<file path="config.mk">
export PLATFORM = sky130hd
export DESIGN_NAME = score_engine
export DESIGN_NICKNAME = d
export VERILOG_FILES = /design/src/rtl/score_engine_pkg.sv /design/src/rtl/score_engine_seq_divider.sv /design/src/rtl/score_engine.sv
export SDC_FILE = /design/constraint.sdc
export NUM_CORES = 1
export LEC_CHECK = 0
export CORE_ASPECT_RATIO = 0.6
export CORE_MARGIN = 2
export CORE_UTILIZATION = 45
export DETAILED_ROUTE_END_ITERATION = 12
export PLACE_DENSITY = 0.68
export SYNTH_ARGS = -nofsm -noshare
export SYNTH_HDL_FRONTEND = slang
export SYNTH_SLANG_ARGS = --single-unit
</file>
<file path="constraint.sdc">
create_clock -name clk -period 7.03 [get_ports clk]
set_input_delay 1.406 -clock clk [delete_from_list [all_inputs] [get_ports clk]]
set_output_delay 1.406 -clock clk [all_outputs]
set_load 0.03 [all_outputs]
</file>
<file path="src/rtl/score_engine_pkg.sv">
// Shared game definitions: score FSM states and difficulty encodings.
package score_engine_pkg;

  typedef enum logic [1:0] {
    IDLE   = 2'd0,
    DIVIDE = 2'd1,
    FINISH = 2'd2
  } state_e;

  localparam logic [1:0] DIFF_EASY = 2'd0;
  localparam logic [1:0] DIFF_MED  = 2'd1;
  localparam logic [1:0] DIFF_HARD = 2'd2;

endpackage

</file>
<file path="src/rtl/score_engine_seq_divider.sv">
// Restoring divider, one quotient bit per cycle, fixed N_W-cycle latency.
// The first step runs on the load edge; done_o pulses the cycle after the
// last step, when quotient_o is valid.
//   clk, rst_n       : clock, async active-low reset
//   start_i          : load operands and begin (first step taken this edge)
//   dividend_i       : N_W-bit dividend
//   divisor_i        : D_W-bit divisor
//   done_o           : one-cycle pulse, quotient valid
//   quotient_o       : N_W-bit quotient
module seq_divider #(
  parameter int unsigned N_W = 18,
  parameter int unsigned D_W = 11
) (
  input  logic           clk,
  input  logic           rst_n,
  input  logic           start_i,
  input  logic [N_W-1:0] dividend_i,
  input  logic [D_W-1:0] divisor_i,
  output logic           done_o,
  output logic [N_W-1:0] quotient_o
);

  localparam int unsigned CNT_W = $clog2(N_W + 1);

  logic [D_W-1:0]   rem_q, rem_d, div_q, div_d, rem_in_c, div_in_c;
  logic [N_W-1:0]   quo_q, quo_d, quo_in_c;
  logic [CNT_W-1:0] cnt_q, cnt_d;
  logic             run_q, run_d, done_q, done_d;
  logic [D_W:0]     shift_c;
  logic             ge_c;

  // One restoring step; on start the step works on the fresh operands
  always_comb begin
    rem_in_c = rem_q;
    quo_in_c = quo_q;
    div_in_c = div_q;
    if (start_i) begin
      rem_in_c = '0;
      quo_in_c = dividend_i;
      div_in_c = divisor_i;
    end
    shift_c = {rem_in_c, quo_in_c[N_W-1]};
    ge_c    = (shift_c >= {1'b0, div_in_c});

    rem_d  = rem_q;
    quo_d  = quo_q;
    div_d  = div_q;
    cnt_d  = cnt_q;
    run_d  = run_q;
    done_d = 1'b0;

    if (start_i || run_q) begin
      rem_d = ge_c ? D_W'(shift_c - {1'b0, div_in_c}) : D_W'(shift_c);
      quo_d = {quo_in_c[N_W-2:0], ge_c};
    end

    if (start_i) begin
      div_d = divisor_i;
      cnt_d = CNT_W'(N_W - 1);
      run_d = 1'b1;
    end else if (run_q) begin
      cnt_d = cnt_q - CNT_W'(1);
      if (cnt_q == CNT_W'(1)) begin
        run_d  = 1'b0;
        done_d = 1'b1;
      end
    end
  end

  // Divider state registers
  always_ff @(posedge clk or negedge rst_n) begin
    if (!rst_n) begin
      rem_q  <= '0;
      quo_q  <= '0;
      div_q  <= '0;
      cnt_q  <= '0;
      run_q  <= 1'b0;
      done_q <= 1'b0;
    end else begin
      rem_q  <= rem_d;
      quo_q  <= quo_d;
      div_q  <= div_d;
      cnt_q  <= cnt_d;
      run_q  <= run_d;
      done_q <= done_d;
    end
  end

  assign done_o     = done_q;
  assign quotient_o = quo_q;

endmodule

</file>
<file path="src/rtl/score_engine.sv">
// Time/difficulty/error based scoring with best-score tracking.
//   clk, reset_n       : clock, async active-low reset
//   start              : request computation (accepted in IDLE only)
//   timer, difficulty, errors : operands, sampled with start
//   clear_best         : synchronous clear of best_score
//   busy               : computation in progress (DIVIDE/FINISH)
//   done, new_record   : one-cycle result pulses
//   score, best_score  : last result (held), best since reset/clear
module score_engine
  import score_engine_pkg::*;
#(
  parameter int unsigned TIMER_W     = 11,
  parameter int unsigned SCORE_W     = 7,
  parameter int unsigned MAX_SCORE   = 100,
  parameter int unsigned GRACE       = 60,
  parameter int unsigned LIMIT_EASY  = 180,
  parameter int unsigned LIMIT_MED   = 120,
  parameter int unsigned LIMIT_HARD  = 90,
  parameter int unsigned ERR_W       = 4,
  parameter int unsigned ERR_PENALTY = 5
) (
  input  logic               clk,
  input  logic               reset_n,
  input  logic               start,
  input  logic [TIMER_W-1:0] timer,
  input  logic [1:0]         difficulty,
  input  logic [ERR_W-1:0]   errors,
  input  logic               clear_best,
  output logic               busy,
  output logic               done,
  output logic [SCORE_W-1:0] score,
  output logic [SCORE_W-1:0] best_score,
  output logic               new_record
);

  localparam int unsigned NUM_W = TIMER_W + SCORE_W;
  localparam int unsigned PEN_W = ERR_W + $clog2(ERR_PENALTY + 1);
  localparam int unsigned SUB_W = ((PEN_W > SCORE_W) ? PEN_W : SCORE_W) + 1;

  state_e             state_q, state_d;
  logic [TIMER_W-1:0] timer_q, timer_d;
  logic [1:0]         diff_q, diff_d;
  logic [ERR_W-1:0]   err_q, err_d;
  logic               busy_q, busy_d, done_q, done_d, rec_q, rec_d;
  logic [SCORE_W-1:0] score_q, score_d, best_q, best_d;

  logic               div_start_c, div_done;
  logic [NUM_W-1:0]   num_c, div_quo;
  logic [TIMER_W-1:0] den_c;
  logic [SCORE_W-1:0] base_c, final_c;
  logic [SUB_W-1:0]   pen_c;

  function automatic logic [TIMER_W-1:0] limit_of(input logic [1:0] d);
    case (d)
      DIFF_EASY: return TIMER_W'(LIMIT_EASY);
      DIFF_MED:  return TIMER_W'(LIMIT_MED);
      default:   return TIMER_W'(LIMIT_HARD);
    endcase
  endfunction

  // Operands from the live inputs so the divider loads on the capture edge;
  // out-of-window timers give a meaningless quotient that FINISH overrides.
  always_comb begin
    num_c = (NUM_W'(timer) - NUM_W'(GRACE)) * NUM_W'(MAX_SCORE);
    den_c = limit_of(difficulty) - TIMER_W'(GRACE);
  end

  seq_divider #(
    .N_W(NUM_W),
    .D_W(TIMER_W)
  ) u_div (
    .clk       (clk),
    .rst_n     (reset_n),
    .start_i   (div_start_c),
    .dividend_i(num_c),
    .divisor_i (den_c),
    .done_o    (div_done),
    .quotient_o(div_quo)
  );

  // Base score and error penalty, floored at zero in a non-wrapping width
  always_comb begin
    if (timer_q <= TIMER_W'(GRACE)) begin
      base_c = SCORE_W'(MAX_SCORE);
    end else if (timer_q >= limit_of(diff_q)) begin
      base_c = '0;
    end else begin
      base_c = SCORE_W'(NUM_W'(MAX_SCORE) - div_quo);
    end
    pen_c = SUB_W'(err_q) * SUB_W'(ERR_PENALTY);
    if (pen_c >= SUB_W'(base_c)) begin
      final_c = '0;
    end else begin
      final_c = SCORE_W'(SUB_W'(base_c) - pen_c);
    end
  end

  // Next-state and output logic
  always_comb begin
    state_d     = state_q;
    timer_d     = timer_q;
    diff_d      = diff_q;
    err_d       = err_q;
    score_d     = score_q;
    best_d      = best_q;
    done_d      = 1'b0;
    rec_d       = 1'b0;
    div_start_c = 1'b0;

    case (state_q)
      IDLE: begin
        if (start) begin
          state_d     = DIVIDE;
          timer_d     = timer;
          diff_d      = difficulty;
          err_d       = errors;
          div_start_c = 1'b1;
        end
      end
      DIVIDE: begin
        if (div_done) state_d = FINISH;
      end
      FINISH: begin
        state_d = IDLE;
        score_d = final_c;
        done_d  = 1'b1;
        if (final_c > best_q) begin
          best_d = final_c;
          rec_d  = 1'b1;
        end
      end
      default: state_d = IDLE;
    endcase

    // Clear overrides the record update; the pulse still compares to the old best
    if (clear_best) best_d = '0;

    busy_d = (state_d != IDLE);
  end

  // State and output registers
  always_ff @(posedge clk or negedge reset_n) begin
    if (!reset_n) begin
      state_q <= IDLE;
      timer_q <= '0;
      diff_q  <= '0;
      err_q   <= '0;
      busy_q  <= 1'b0;
      done_q  <= 1'b0;
      rec_q   <= 1'b0;
      score_q <= '0;
      best_q  <= '0;
    end else begin
      state_q <= state_d;
      timer_q <= timer_d;
      diff_q  <= diff_d;
      err_q   <= err_d;
      busy_q  <= busy_d;
      done_q  <= done_d;
      rec_q   <= rec_d;
      score_q <= score_d;
      best_q  <= best_d;
    end
  end

  assign busy       = busy_q;
  assign done       = done_q;
  assign new_record = rec_q;
  assign score      = score_q;
  assign best_score = best_q;

endmodule

</file>
==> run summary <==
The run gives 7.02 ns as the data arrival time of the worst path. The tools report the origin of the worst setup path as timer[5]. In this run, the number of DRC markers left after iteration 0 of detailed routing was 266. The highest fanout seen on the critical path was 6. After global routing the overflow that remains totals 0. The initial utilization of the core area, before any placement, comes to 46.83%. In the post-synthesis netlist, the biggest area contributors are dfrtp_1 34%, ha_1 15%, nand2_1 6.1%, inv_1 4.9%, mux2i_1 4.9%. The tools report the area enclosed by the die boundary as 14560 um^2.

Following the worst setup path forward leads to its endpoint at u_div.rem_q[0]$_DFFE_PN0P_. The tools report the launch instance of the worst register-to-register path as diff_q[1]$_DFFE_PN0P_. In this run, synthesis inferred 0 flip-flops with an integrated enable. Standby leakage power: 3.799 nW. For the pin with the worst max-slew slack, the measured transition is 0.7743 ns.

The compound-gate portion of the synthesized area is 12.81%, and the post-route total power is 0.003917 W. Of the total synthesized cell area, the portion taken by full adders, half adders and majority gates is 19.49%. The first-pass iteration count of the detailed router was 5.

0 antenna diodes ended up in the layout. After floorplanning, the core was divided into 32 placement rows. The final weighted congestion of routability-driven global placement was 0.8871; the fraction of final layout cells sized beyond drive strength 1 was 13.97%. Sequential elements use 33.98% of the synthesized area. The post-synthesis xor/xnor area fraction was 5.875%; the power density of the placed cells was 520.9 nW/um^2.

Routed signal wires occupy layers up through met4. The main combinational cell family by area after synthesis is adder cells. The post-DP HPWL is 10590 um, and the synthesized-area fraction occupied by and/or/nand/nor cells is 16.58%. The average wire per standard cell was 14.80 um.

After routing the design area is 7520 um^2. The count of nets left with antenna violations once routing finished came out at 0. The final hold violation count was 0. Of all cell types, the one taking the most synthesized area is dfrtp_1. For this block, the via count after detailed routing is 4884. The top achievable clock speed was 0.1481 GHz. At the end of the flow, the number of nets in the layout was 875.

The tools report the clock sink total as 83. The clock tree synthesis step divided the H-tree into 3 levels. The worst setup path category is input port to flop. The worst hold slack after final layout came out at 0.4734 ns. The placed instances occupy a cell area of 7004 um^2.

Clock tree root buffer cell: clkbuf_16. The cell area that synthesis handed to floorplanning was 6112 um^2. For the post-layout instance count excluding filler cells, the log shows 943. TritonCTS built the clock tree.

The logs give 20.55% for the global routing usage summed across all routing layers and 0 for the yosys synthesis warning count. The average instance in the mapped netlist occupies 8.962 um^2. The number of max-slew violations in the final report came out at 0.

STA classifies the critical path startpoint as an input port. The tightest min-delay check is of the flop to flop type. The most common cell after layout, fill and taps aside was nand2_1.

For the largest net degree at the start of global routing, the log shows 61. The cell count after placement is 923, and the number of antenna violations at the first check in global routing is 0. The run finished with clean final reports. The standard cell core area is 13050 um^2, and the ratio of final minimum period to clock period is 96.06%. Synthesis produced a netlist whose cell count is 682.

Multiplexer cells account for 5.097% of the synthesized area. The vertical die dimension came out at 94.28 um. Setup violations remaining at the end of the flow were counted as 0.

The share of the core filled with cells was 57.61%; the max-slew headroom at the worst pin was 48.26%. After clock tree synthesis, the clock-pin slew on the worst setup and hold paths is 0.06 ns. The tools report the number of violations of the max-capacitance limit as 0. The tools report the met3 layer wire length in the routed design as 391 um. In this run the critical register-to-register path is captured at best_score[2]$_DFFE_PN0P_. The number of I/O port buffers was 37; the critical path data required time was 7.30 ns. The run gives 0.2387 mV as the peak supply drop.

STA classifies the critical path endpoint as a flop. For the via count of the first global-routing pass, the log shows 4784. For the worst flop-to-flop path, the logic depth is 24.

The buffer depth of the longest clock path is 2, and the number of top-level design ports is 38. The logs give 1.36 ns for the worst-case register-to-register setup slack and 0.35 ns for the clock latency on the worst-skew pair. The total of flip-flops plus latches after synthesis is 83.

After detailed routing, the number of remaining DRC violations is 0. The minimum period implied by the final worst setup slack works out to 6.753 ns. The routed design uses 5945 um of met2 wire.

The logs give 61 for the unique cell type count in the Yosys netlist and 7488 um for the wire length on met1. First-pass GRT wire length: 23920 um. Leaving out fill and tap cells, the most frequent cells in the layout are 98 x nand2_1, 83 x dfrtp_1, 80 x inv_1. The area share of the largest cell type after synthesis was 33.98%.

Synthesis produced a netlist with a net count of 789. The most frequently used flop master after synthesis was dfrtp_1. Vias per cell: 5.179. The share of flip-flops with an asynchronous set or reset came out at 100.0%. The width of the die is 154.5 um.

Across the routed clock network, the largest skew measured is 0.01153 ns. The number of clock buffers added by TritonCTS is 9. The layout-stage area growth over the synthesis result works out to 23.03%.

After detailed routing, the total wire length is 13950 um.
## what timing repair did
| action | in CTS | in global routing |
|---|---|---|
| resized for setup | 24 | 13 |
| setup endpoints to repair | 12 | 12 |
| endpoints found under the hold margin | 0 | 0 |
| setup buffers | 2 | 2 |
| pin swaps | 8 | 5 |
| hold buffers | 0 | 0 |
## registers in the layout, indices dropped and copies added, names as in the netlist, 2 cells and up
name / count
state_q: 2
u_div.div_q: 11
u_div.quotient_o: 18
u_div.cnt_q: 5
timer_q: 11
best_score: 7
u_div.rem_q: 11
diff_q: 2
score: 7
err_q: 4
## power breakdown
part	leakage [nW]	switching, W	internal, W	total [W]
Clock	0.155	0.000203	0.000289	0.000493
Combinational	2.62	0.00146	0.00117	0.00263
Sequential	1.02	0.000124	0.000670	0.000794
## through the flow
step,setup WS (ns),setup TNS (ns)
after detailed placement,-0.8182,-9.142
after floorplan,0.1037,0
after CTS,0.005612,0
after global placement,-0.5987,-6.540
final,0.2773,0
after global routing,-0.05101,-0.3149
## per-layer routing
layer	GRT usage, %	vias up
met1	30.78	2323
li1	-	2470
met5	0	-
met4	3.935	0
met3	3.598	15
met2	31.21	76
## cells by family after synthesis
group,count (synthesis)
and+or+nand+nor,221
AOI/OAI and AO/OA,121
buffers and inverters,98
adders and majority gates,87
DFF,83
xor gates and xnor gates,41
muxes,31
## final cells by class
cell class	instances	area (um^2)
Clock inverter	6	72.57
Multi-Input combinational cell	501	3825
Tap cell	170	212.7
Timing Repair Buffer	92	789.5
Inverter	81	304.0
Fill cell	1143	5533
Clock buffer	10	239.0
Sequential cell	83	2077
## critical path, stage by stage
cell and delay, ns:
dlygate4sd2_1 0.39, nand3_2 0.18, xor2_4 0.20, ha_1 0.31
ha_1 0.28, inv_1 0.05, fa_1 0.52, inv_1 0.04
ha_1 0.29, or2_2 0.29, a21oi_2 0.20, o31ai_4 0.09
o41ai_2 0.25, xnor2_1 0.10, mux2i_1 0.20, ha_2 0.22
inv_1 0.06, fa_2 0.34, a21oi_1 0.15, nor2b_1 0.08
o31ai_2 0.26, a21oi_2 0.11, a221oi_2 0.32, nand2_2 0.14
buf_6 0.17, a31o_2 0.23, a21oi_1 0.11
## synth_stat cells, types with 7 or more instances
cell type,number
fa_1,14
nor2_1,46
mux2i_1,30
or3_1,7
ha_1,72
clkbuf_1,14
xnor2_1,27
a21oi_1,34
o21ai_0,30
a21o_1,9
xor2_1,14
nand2b_1,7
nand3_1,7
dfrtp_1,83
inv_1,80
nand2_1,99
nor2b_1,11
and2_1,14
## worst min-delay path by stage
| stage | endpoint | start | slack (ns) | cells after the start |
|---|---|---|---|---|
| 2_1_floorplan | u_div.div_q[10]$_DFF_PN0_ | u_div.div_q[10]$_DFF_PN0_ | 0.43 | 2 |
| 3_3_place_gp | timer_q[10]$_DFFE_PN0P_ | timer_q[10]$_DFFE_PN0P_ | 0.45 | 2 |
| 3_5_place_dp | timer_q[10]$_DFFE_PN0P_ | timer_q[10]$_DFFE_PN0P_ | 0.46 | 2 |
| 4_1_cts | timer_q[10]$_DFFE_PN0P_ | timer_q[10]$_DFFE_PN0P_ | 0.47 | 2 |
| 5_1_grt | timer_q[10]$_DFFE_PN0P_ | timer_q[10]$_DFFE_PN0P_ | 0.49 | 2 |
| 6_report | u_div.div_q[9]$_DFF_PN0_ | u_div.div_q[9]$_DFF_PN0_ | 0.47 | 2 |
No activity file was read; power rests on OpenSTA's default activity.
